==> src/rtl/freq_meter.sv <==
// Gated frequency counter: counts synchronized rising edges of sig_in over a window of
// GATE_CYCLES system clocks and reports the count, with saturation and continuous mode.
module freq_meter #(
  parameter int unsigned GATE_CYCLES = 50000000,
  parameter int unsigned CNT_W       = 32,
  parameter int unsigned GATE_W      = 32
) (
  input  logic             in_50MHz,
  input  logic             rst_n,
  input  logic             sig_in,
  input  logic             start,
  input  logic             cont,
  output logic [CNT_W-1:0] freq_out,
  output logic             valid,
  output logic             busy,
  output logic             overflow
);

  typedef enum logic [1:0] {StIdle, StGate, StDone} state_e;

  localparam logic [GATE_W-1:0] GateLast = GATE_W'(GATE_CYCLES - 1);
  localparam logic [CNT_W-1:0]  CntMax   = '1;

  state_e            state_q, state_d;
  logic              s1_q, s2_q, s3_q;
  logic              edge_det;
  logic [GATE_W-1:0] gate_cnt_q, gate_cnt_d;
  logic [CNT_W-1:0]  edge_cnt_q, edge_cnt_d;
  logic [CNT_W-1:0]  freq_q, freq_d;
  logic              sat_q, sat_d;
  logic              ovf_q, ovf_d;
  logic              valid_q, valid_d;

  // Synchronizer runs in every state so the first gate cycle sees valid history.
  always_ff @(posedge in_50MHz or negedge rst_n) begin
    if (!rst_n) begin
      s1_q <= 1'b0;
      s2_q <= 1'b0;
      s3_q <= 1'b0;
    end else begin
      s1_q <= sig_in;
      s2_q <= s1_q;
      s3_q <= s2_q;
    end
  end

  assign edge_det = s2_q & ~s3_q;

  always_comb begin
    state_d    = state_q;
    gate_cnt_d = gate_cnt_q;
    edge_cnt_d = edge_cnt_q;
    freq_d     = freq_q;
    sat_d      = sat_q;
    ovf_d      = ovf_q;
    valid_d    = 1'b0;
    case (state_q)
      StIdle: begin
        if (start || cont) begin
          state_d    = StGate;
          gate_cnt_d = '0;
          edge_cnt_d = '0;
          sat_d      = 1'b0;
        end
      end
      StGate: begin
        gate_cnt_d = gate_cnt_q + GATE_W'(1);
        if (edge_det) begin
          if (edge_cnt_q == CntMax) begin
            sat_d = 1'b1;
          end else begin
            edge_cnt_d = edge_cnt_q + CNT_W'(1);
          end
        end
        if (gate_cnt_q == GateLast) begin
          state_d = StDone;
        end
      end
      StDone: begin
        // Result registers and valid update together, one cycle after this state.
        freq_d  = edge_cnt_q;
        ovf_d   = sat_q;
        valid_d = 1'b1;
        if (cont) begin
          state_d    = StGate;
          gate_cnt_d = '0;
          edge_cnt_d = '0;
          sat_d      = 1'b0;
        end else begin
          state_d = StIdle;
        end
      end
      default: state_d = StIdle;
    endcase
  end

  always_ff @(posedge in_50MHz or negedge rst_n) begin
    if (!rst_n) begin
      state_q    <= StIdle;
      gate_cnt_q <= '0;
      edge_cnt_q <= '0;
      freq_q     <= '0;
      sat_q      <= 1'b0;
      ovf_q      <= 1'b0;
      valid_q    <= 1'b0;
    end else begin
      state_q    <= state_d;
      gate_cnt_q <= gate_cnt_d;
      edge_cnt_q <= edge_cnt_d;
      freq_q     <= freq_d;
      sat_q      <= sat_d;
      ovf_q      <= ovf_d;
      valid_q    <= valid_d;
    end
  end

  assign freq_out = freq_q;
  assign overflow = ovf_q;
  assign valid    = valid_q;
  // In continuous mode the DONE gap still counts as busy.
  assign busy     = (state_q == StGate) || ((state_q == StDone) && cont);

endmodule

==> config.mk <==
export PLATFORM = sky130hd
export DESIGN_NAME = freq_meter
export DESIGN_NICKNAME = d
export VERILOG_FILES = /design/src/rtl/freq_meter.sv
export SDC_FILE = /design/constraint.sdc
export NUM_CORES = 1
export LEC_CHECK = 0
export CAP_MARGIN = 5
export CORE_MARGIN = 3
export CORE_UTILIZATION = 55
export CTS_BUF_LIST = sky130_fd_sc_hd__clkbuf_16
export DETAILED_ROUTE_END_ITERATION = 8
export GPL_ROUTABILITY_DRIVEN = 0
export GPL_TIMING_DRIVEN = 1
export MAX_ROUTING_LAYER = met4
export PLACE_DENSITY = 0.73
export SETUP_SLACK_MARGIN = 0.2
export SLEW_MARGIN = 20
export SYNTH_ARGS = -nofsm -noshare
export SYNTH_HDL_FRONTEND = slang
export SYNTH_SLANG_ARGS = --single-unit
==> constraint.sdc <==
create_clock -name in_50MHz -period 3.2 [get_ports in_50MHz]
set_input_delay 0.64 -clock in_50MHz [delete_from_list [all_inputs] [get_ports in_50MHz]]
set_output_delay 0.64 -clock in_50MHz [all_outputs]
set_load 0.02 [all_outputs]
==> metrics.md <==
| Metric | Value |
|---|---|
| Status | `completed` |
| Crit Path Max Fanout | `4` |
| Post-synthesis simple-gate area fraction | `22.5%` |
| Synthesized instance count | `489` |
| Mapped Nets | `496` |
| Seq. cell area | `0.00260 mm^2` |
| Final Power | `2.51 mW` |
| Unrepaired setup endpoints after global routing | `false` |
| H-tree Lvls | `3` |
| Synth cell count leaders | `dfrtp_1 (104), nand2_1 (37), a21oi_1 (34), o21ai_0 (34), nor2_1 (31)` |
| Initial antenna violation count | `0` |
| MaxCap Viol Count | `0` |
| Port Buffers | `39` |
| DR WL/cell | `16.1 um` |
| YS warnings | `0` |
| Largest family of logic cells by synthesized area | `simple AND/OR/NAND/NOR gates` |
| Reg-to-Reg End | `gate_cnt_q[31]` |
| Core area | `0.00881 mm^2` |
| Worst setup SP type | `input pin` |
| Synth Area per Inst | `10.2 um^2` |
| Share of the synthesized area in the top cell type | `51.9%` |
| Leak pwr | `2.46 nW` |
| Vias per cell | `6.06` |
| Critical path endpoint | `busy` |
| Final max-slew violation count | `0` |
| Die width | `101 um` |
| Reg-to-reg slack, setup | `0.89 ns` |
| Xor-xnor portion of the synthesized cell area | `3.15%` |
| Design area | `0.00583 mm^2` |
| DIE AREA | `0.0103 mm^2` |
| Iter 0 DRT Violations | `178` |
| Synth Cell Area | `0.00501 mm^2` |
| Number of global-route vias before repair | `3874` |
| Clk buf depth | `2` |
| DR DRC count | `0` |
| Initial Utilization | `56.9%` |
| Pin count of the biggest net entering global routing | `57` |
| Post-synth ARST share | `100%` |
| Max Freq | `364 MHz` |
| GR Util All Layers | `22.5%` |
| # diodes | `0` |
| HP Class | `input pin to asynchronous set/reset pin` |
| Cell Rows | `34` |
| Compound-Gate Fraction of Synth Area | `12.9%` |
| Origin of the critical flop-to-flop path | `gate_cnt_q[2]` |
| Cts hold-fix bufs | `0` |
| Setup crit end kind | `output port` |
| # nets final | `538` |
| Clock root cell | `clkbuf_16` |
| CTS tree | `done` |
| Required @ worst endpoint | `2.56 ns` |
| CTS sink count | `104` |
| Worst-path clk slew | `0.07 ns` |
| Area leader, netlist | `dfrtp_1` |
| Core Util, Final | `66.2%` |
| Area of the multi-input gates | `0.00229 mm^2` |
| # fillers | `693` |
| Yosys cell types | `53` |
| # setup viols final | `0` |
| Most frequent cell after synthesis | `dfrtp_1` |
| PostCTS Resize Cnt | `0` |
| Cell Area, Placed | `0.00554 mm^2` |
| Pwr/cell area | `431 mW/mm^2` |
| Total gr overflow | `0` |
| Crit path from | `cont` |
| Post-DP HPWL | `7130 um` |
| Seq/Total Area, Yosys | `51.9%` |
| Routed WL | `10400 um` |
| Setup TNS | `0 ns` |
| ANT nets after route | `0` |
| Fin crit share | `85.7%` |
| Worst-Margin Slew | `0.734 ns` |
| Yosys reg bits | `104` |
| Final Critical Period | `2.74 ns` |
| Total vias in the final route | `3901` |
| Worst vdd ir | `0.335 mV` |
| Num CTS Buffers | `9` |
| Ys flop type | `dfrtp_1` |
| Rel. slew slack | `51.1%` |
| Layout area overhead | `16.4%` |
| Mux share of post-synthesis cell area | `6.69%` |
| Crit path DAT | `2.10 ns` |
| Worst-Skew Late Latency | `0.34 ns` |
| Fraction of layout cells with a size suffix above 1 | `12.1%` |
| Area contributors post-synth | `dfrtp_1 (52%), mux2_2 (6.3%), or3_1 (3.5%)` |
| Number of synthesized flops with an enable pin | `0` |
| Hold WS | `0.303 ns` |
| Hold Fails Final Rpt | `0` |
| CP Class | `input pin to output port` |
| Clock skew | `0.00621 ns` |
| I/O Pins | `40` |
| Setup Buffers After CTS | `0` |
| Drt pass-1 iters | `4` |
| Die Y-Extent | `101 um` |
| Synth Area in Adders | `0.499%` |
| First-pass GRT wire length | `18100 um` |
| R2r worst-path depth | `5` |
## power breakdown
part / internal (mW) / leakage [nW] / total [mW] / switching (mW)
Clock: 0.598 / 0.134 / 1.07 / 0.474
Sequential: 1.34 / 1.42 / 1.36 / 0.0273
Combinational: 0.0286 / 0.911 / 0.0762 / 0.0476
Total: 1.96 / 2.46 / 2.51 / 0.549
## cells by family after synthesis
group	count (synthesis)
and+or+nand+nor	205
xor gates and xnor gates	18
buffers and inverters	29
DFF	104
adders and majority gates	2
muxes	30
AOI/OAI and AO/OA	101
## stage by stage
step                      cells  setup WS [ns]
after floorplan             489           1.22
after CTS                   644          0.443
after global placement      628          0.467
after detailed placement    628          0.406
after global routing        644          0.376
final                       644          0.456
## flip-flops by register name, indices dropped and copies added (netlist names)
register and cells:
edge_cnt_q 32, freq_out 32, gate_cnt_q 32, state_q 2, overflow 1, s1_q 1
s2_q 1, s3_q 1, sat_q 1, valid 1
## placed cells by master, fill, tap and decap left out, drive strengths merged, types with 2 or more instances in the layout
master	count
a31oi	3
or2	2
nor2	31
clkdlybuf4s50	38
and4	4
and3	9
or4	12
nor2b	4
nand4	19
ha	2
a41o	2
nor4b	2
nand3	23
nor3	14
nand2b	6
o2111ai	2
inv	13
or3	28
o21bai	2
clkinv	2
xnor2	14
xor2	4
o21ba	2
o21a	2
o21ai	35
mux2i	2
clkbuf	9
a31o	2
dfrtp	104
o211ai	5
nand2	37
clkinvlp	3
and2	4
mux2	28
o31ai	6
nor4	9
buf	10
a21oi	34
## how the worst min path moves through the flow
stage                     slack [ns]           end
after floorplan                 0.33          s2_q
after global placement          0.34          s2_q
after detailed placement        0.34          s2_q
after CTS                       0.34  freq_out[30]
after global routing            0.36  freq_out[30]
final                           0.30  freq_out[30]
## worst max-delay path, cell delays in order
cell and delay (ns):
clkdlybuf4s50_1 0.52, nor2b_1 0.21, nand2_1 0.07, nand2_1 0.07, clkdlybuf4s50_1 0.60
## routing by layer
layer  part of all wire (%)  up-vias  global-route usage, %  routed length [um]
met5                      0        -                      -                   0
met4                    1.8        0                   8.69                 185
met3                    3.1       18                   2.75                 318
met2                     51       66                   36.6                5230
met1                     45     1931                   28.7                4620
li1                       -     1886                      -                   -
## layout make-up
class | instances | share of cell area [%]
multi-input cells | 356 | 39.3
repair buffers | 48 | 8.02
flip-flops and latches | 104 | 44.6
well taps | 108 | 2.32
clock inverters | 7 | 1.09
inverters | 12 | 0.772
clock buffers | 9 | 3.86
Note: power is estimated with default switching activity, not from simulation.
